### config.mk
export PLATFORM = sky130hd
export DESIGN_NAME = shift_cmd_queue
export DESIGN_NICKNAME = d
export VERILOG_FILES = /design/src/rtl/shift_cmd_queue.sv
export SDC_FILE = /design/constraint.sdc
export NUM_CORES = 1
export LEC_CHECK = 0
export ABC_AREA = 1
export BUFFER_PORTS_ARGS = -buffer_cell sky130_fd_sc_hd__buf_2
export CORE_UTILIZATION = 50
export CTS_CLUSTER_DIAMETER = 100
export DETAILED_ROUTE_END_ITERATION = 8
export PLACE_DENSITY = 0.81
export RECOVER_POWER = 100
export SETUP_SLACK_MARGIN = 0.5
export SLEW_MARGIN = 20
export SYNTH_ARGS = -nofsm -noshare
export SYNTH_HDL_FRONTEND = slang
export SYNTH_SLANG_ARGS = --single-unit
### constraint.sdc
create_clock -name clk -period 1.8 [get_ports clk]
set_input_delay 0.18 -clock clk [delete_from_list [all_inputs] [get_ports clk]]
set_output_delay 0.18 -clock clk [all_outputs]
set_load 0.02 [all_outputs]
### src/rtl/shift_cmd_queue.sv
// Command FIFO and registered result stage in front of an 8-bit barrel shifter.
// Optional SHQ_STATS_EN adds done_cnt (wrapping) and drop_cnt (saturating) counters.
module shift_cmd_queue #(
  parameter int DEPTH  = 4,
  parameter int DATA_W = 8,
  parameter int AMT_W  = 3
) (
  input  logic                     clk,
  input  logic                     rst_n,
  input  logic                     in_valid,
  output logic                     in_ready,
  input  logic [DATA_W-1:0]        in_data,
  input  logic [AMT_W-1:0]         in_amt,
  input  logic                     in_sel,
  output logic [DATA_W-1:0]        sh_data_in,
  output logic [AMT_W-1:0]         sh_amt,
  output logic                     sh_sel,
  input  logic [DATA_W-1:0]        sh_data_out,
  output logic                     out_valid,
  input  logic                     out_ready,
  output logic [DATA_W-1:0]        out_data,
  output logic [$clog2(DEPTH):0]   level
`ifdef SHQ_STATS_EN
  ,
  output logic [15:0]              done_cnt,
  output logic [15:0]              drop_cnt
`endif
);

  localparam int PW = $clog2(DEPTH);
  localparam int LW = PW + 1;

  logic [DATA_W-1:0] mem_data [DEPTH];
  logic [AMT_W-1:0]  mem_amt  [DEPTH];
  logic              mem_sel  [DEPTH];

  logic [PW-1:0] wr_ptr;
  logic [PW-1:0] rd_ptr;
  logic          full;
  logic          empty;
  logic          push;
  logic          load;

  assign full     = (level == LW'(DEPTH));
  assign empty    = (level == '0);
  assign in_ready = !full;
  assign push     = in_valid && !full;
  assign load     = !empty && (!out_valid || out_ready);

  // Head is forced to zero when empty so the shifter never sees stale entries.
  assign sh_data_in = empty ? '0 : mem_data[rd_ptr];
  assign sh_amt     = empty ? '0 : mem_amt[rd_ptr];
  assign sh_sel     = empty ? 1'b0 : mem_sel[rd_ptr];

  always_ff @(posedge clk) begin
    if (push) begin
      mem_data[wr_ptr] <= in_data;
      mem_amt[wr_ptr]  <= in_amt;
      mem_sel[wr_ptr]  <= in_sel;
    end
  end

  // DEPTH is a power of two, so pointer increments wrap naturally.
  always_ff @(posedge clk or negedge rst_n) begin
    if (!rst_n) begin
      wr_ptr <= '0;
      rd_ptr <= '0;
      level  <= '0;
    end else begin
      if (push) wr_ptr <= wr_ptr + PW'(1);
      if (load) rd_ptr <= rd_ptr + PW'(1);
      case ({push, load})
        2'b10:   level <= level + LW'(1);
        2'b01:   level <= level - LW'(1);
        default: level <= level;
      endcase
    end
  end

  always_ff @(posedge clk or negedge rst_n) begin
    if (!rst_n) begin
      out_valid <= 1'b0;
      out_data  <= '0;
    end else if (load) begin
      out_valid <= 1'b1;
      out_data  <= sh_data_out;
    end else if (out_valid && out_ready) begin
      out_valid <= 1'b0;
    end
  end

`ifdef SHQ_STATS_EN
  always_ff @(posedge clk or negedge rst_n) begin
    if (!rst_n) begin
      done_cnt <= '0;
      drop_cnt <= '0;
    end else begin
      if (out_valid && out_ready) done_cnt <= done_cnt + 16'd1;
      if (in_valid && full && (drop_cnt != 16'hFFFF)) drop_cnt <= drop_cnt + 16'd1;
    end
  end
`endif

endmodule

==> impl_metrics.yaml <==
clock_tree:
  insertion_delay_ns: 0.35
  cts_inserted_buffers: 9
  clockBufferDepth: 2
  htree_levels: 3
  cts_tree: "yes"
  worst_setup_hold_path_clk_slew_ns: 0.07
  cts_root_buf: "sky130_fd_sc_hd__clkbuf_8"
  cts_sinks: 64
timing:
  worst_case_hold_slack_ns: 0.0260
  clock-skew-final_ns: 0.00873
  grt_setup_unrepaired: "true"
  worst-slew-pin-transition_ns: 0.908
  setup_viol: 0
  timing.final.crit_share: 0.968
  clock.fmax_mhz: 574
  final.min_clock_period_ns: 1.74
  worst_slew_margin_rel: 0.395
  tns_ns: 0
  final_max_slew_viol_count: 0
  final_critical_path_setup_slack_ns: 0.0572
  final_hold_viol_count: 0
setup_path:
  reg2regPathDepth: 7
  critPathKind: "flop to output pin"
  setup.worst_path.start: "rd_ptr[0]"
  crit_slowest_cell: "sky130_fd_sc_hd__dfrtp_2"
  regToRegStartpoint: "level[2]"
  critPathMaxStageDelay_ns: 0.46
  end_kind: "output pin"
  arrival_ns: 1.56
  worst-endpoint-required_ns: 1.62
  worstSetupPathDepth: 5
  cell_by_cell_trace_of_the_critical_path: "buf_12 -> nand2_1 -> nand3_2 -> a21oi_2 -> buf_4"
  crit_end: "sh_data_in[6]"
  crit_path_start_kind: "flop"
  timing.critical_path.buf_inv: 2
  worst-path-max-fanout: 17
  r2r_slack_ns: 0.08
  r2r-end: "mem_data[2][2]"
  worst_path_dominant_cell_family: "flip-flops"
floorplanning:
  die_area_um2: 6240
  fp.dieW_um: 79.0
  ios: 49
  die_height_um: 79.0
  num_rows: 27
  fp.coreArea_um2: 5610
  start_util: 0.529
synthesis:
  postSynthNetCount: 314
  netlist_area_um2: 2970
  synth_sequential_area_ratio: 0.621
  synth-warning-count: 0
  yosysTopAreaCell: "sky130_fd_sc_hd__edfxtp_1"
  yosys_most_used_dff: "sky130_fd_sc_hd__edfxtp_1"
  synthesized_netlist_cell_count: 284
  syn_area_per_cell_um2: 10.4
  synth_largest_type_area_fraction: 0.486
  netlist_top_cells_count: "76 x sky130_fd_sc_hd__nand2_1, 60 x sky130_fd_sc_hd__inv_1, 48 x sky130_fd_sc_hd__edfxtp_1"
  post_synth_main_area_contributors: "sky130_fd_sc_hd__edfxtp_1 49%, sky130_fd_sc_hd__dfrtp_1 14%, sky130_fd_sc_hd__nand2_1 9.6%"
  synth_edf_count: 48
  ys_seq_elements: 64
  synth.most_common_cell: "sky130_fd_sc_hd__nand2_1"
  synth-async-reset-ratio: 0.250
  synth.distinct_cells: 23
placed_design:
  gpl.final_weighted_congestion: 0.744
  dpl.cell_count: 403
  place.port_buffers: 48
  preCtsSetupSlack_ns: 0.137
  hpwl_mm: 3.76
detailed_routing:
  antenna_left: 0
  remaining_drc_errors: 0
  routed_wire_length_per_instance_um: 17.1
  totalWireLength_mm: 7.55
  dr_total_vias: 2301
  vias_per_cell: 5.21
  drtPass1Iterations: 5
  drt-initial-drc-count: 320
global_route:
  grt_first_pass_wirelength_mm: 11.2
  grt_antenna_before_repair: 0
  largest_net_degree_at_the_start_of_global_routing: 26
  grt_remaining_overflow: 0
  global_route.usage.total: 0.250
  first_global_vias: 2192
power_and_ir_drop:
  static-leakage-power_nw: 1.74
  irDropWorstVdd_uv: 898
  power_total_mw: 6.99
  power_density_nw_per_um2: 1880
cells_and_area:
  drive_gt1_frac: 0.305
  count_of_antenna_diodes_in_the_layout: 0
  total_of_fill_cells_in_the_finished_design: 418
  area.growth.synth_to_final_pct: 25.7
  final_cells: 442
  sequential_cell_area_um2: 1850
  layout.nets: 395
  multiInputGateArea_um2: 828
run:
  max_cap_viol_count: 0
run_status:
  outcome: "complete, no violations"
hold_path:
  hp-class: "primary input to flop"
## how the worst min path moves through the flow
stage                               from     endpoint  slack, ns  cells past startpoint
after floorplan                    rst_n     level[0]      -0.12                      0
after global placement             rst_n  out_data[3]       0.11                      1
after detailed placement           rst_n  out_data[3]       0.12                      1
after CTS                 sh_data_out[6]  out_data[6]       0.02                      3
after global routing      sh_data_out[3]  out_data[3]       0.04                      3
final                     sh_data_out[6]  out_data[6]       0.03                      3
## layout by cell type (no fill, tap or decap), types with 8 or more instances in the layout
cell                       instances
sky130_fd_sc_hd__a21oi_2           9
sky130_fd_sc_hd__buf_2            10
sky130_fd_sc_hd__buf_4            21
sky130_fd_sc_hd__clkbuf_1         30
sky130_fd_sc_hd__clkbuf_2         11
sky130_fd_sc_hd__clkbuf_8         10
sky130_fd_sc_hd__dfrtp_1          12
sky130_fd_sc_hd__edfxtp_1         48
sky130_fd_sc_hd__inv_1            57
sky130_fd_sc_hd__nand2_1          75
sky130_fd_sc_hd__nand2_2          12
sky130_fd_sc_hd__nand3_1          20
sky130_fd_sc_hd__nand3_2           8
## tightest hold or removal path: stages
cell and delay [ns]:
sky130_fd_sc_hd__buf_2 0.07, sky130_fd_sc_hd__nand2_1 0.04, sky130_fd_sc_hd__nand2_1 0.04
## routing by layer
layer | share of wire | global-route usage | routed length, um
met1 | 0.38 | 0.300 | 2850
met3 | 0.088 | 0.0690 | 663
met5 | 0 | 0 | 0
met2 | 0.49 | 0.415 | 3730
met4 | 0.040 | 0.122 | 304
## cell families (layout without fill, tap and decap cells)
| kind of cell | count (synthesis) | in the layout | synth area share |
|---|---|---|---|
| adder cells (fa/ha/maj) | 6 | 6 | 0.0278 |
| AO/OA/AOI/OAI | 14 | 14 | 0.0338 |
| flip-flops | 64 | 64 | 0.621 |
| XOR/XNOR | 2 | 2 | 0.00591 |
| AND/OR/NAND/NOR | 123 | 123 | 0.193 |
| buffers and inverters | 75 | 161 | 0.119 |
## sequential cells by signal, summed over array words and instances, names as in the netlist
name	cells
out_valid	1
out_data	8
mem_data	32
mem_sel	4
rd_ptr	2
level	3
mem_amt	12
wr_ptr	2
## timing repair
action                                  4_1_cts  5_1_grt
resized for setup                            51        9
hold buffers                                  1        0
endpoints found under the setup margin       64       64
hold endpoints to repair                     16        0
pin swaps                                     3        9
setup buffers                                 8        9
gates cloned                                  5        0
## cell type report
cell class                      instances  share of cell area
Sequential cell                        64               0.495
Multi-Input combinational cell        145               0.222
Timing Repair Buffer                   80               0.138
Inverter                               65              0.0708
Clock buffer                           13              0.0457
Tap cell                               72              0.0242
Clock inverter                          3             0.00403
## power by group
part | switching, mW | internal, mW
Sequential | 0.220 | 2.01
Clock | 0.563 | 0.616
Combinational | 2.21 | 1.38
## stage by stage
stage,utilization,area [um2]
2_1_floorplan,-,3020
3_3_place_gp,0.591,3310
3_5_place_dp,0.591,3310
4_1_cts,0.673,3770
5_1_grt,0.665,3730
6_report,0.665,3730
No activity file was read; power rests on OpenSTA's default activity.
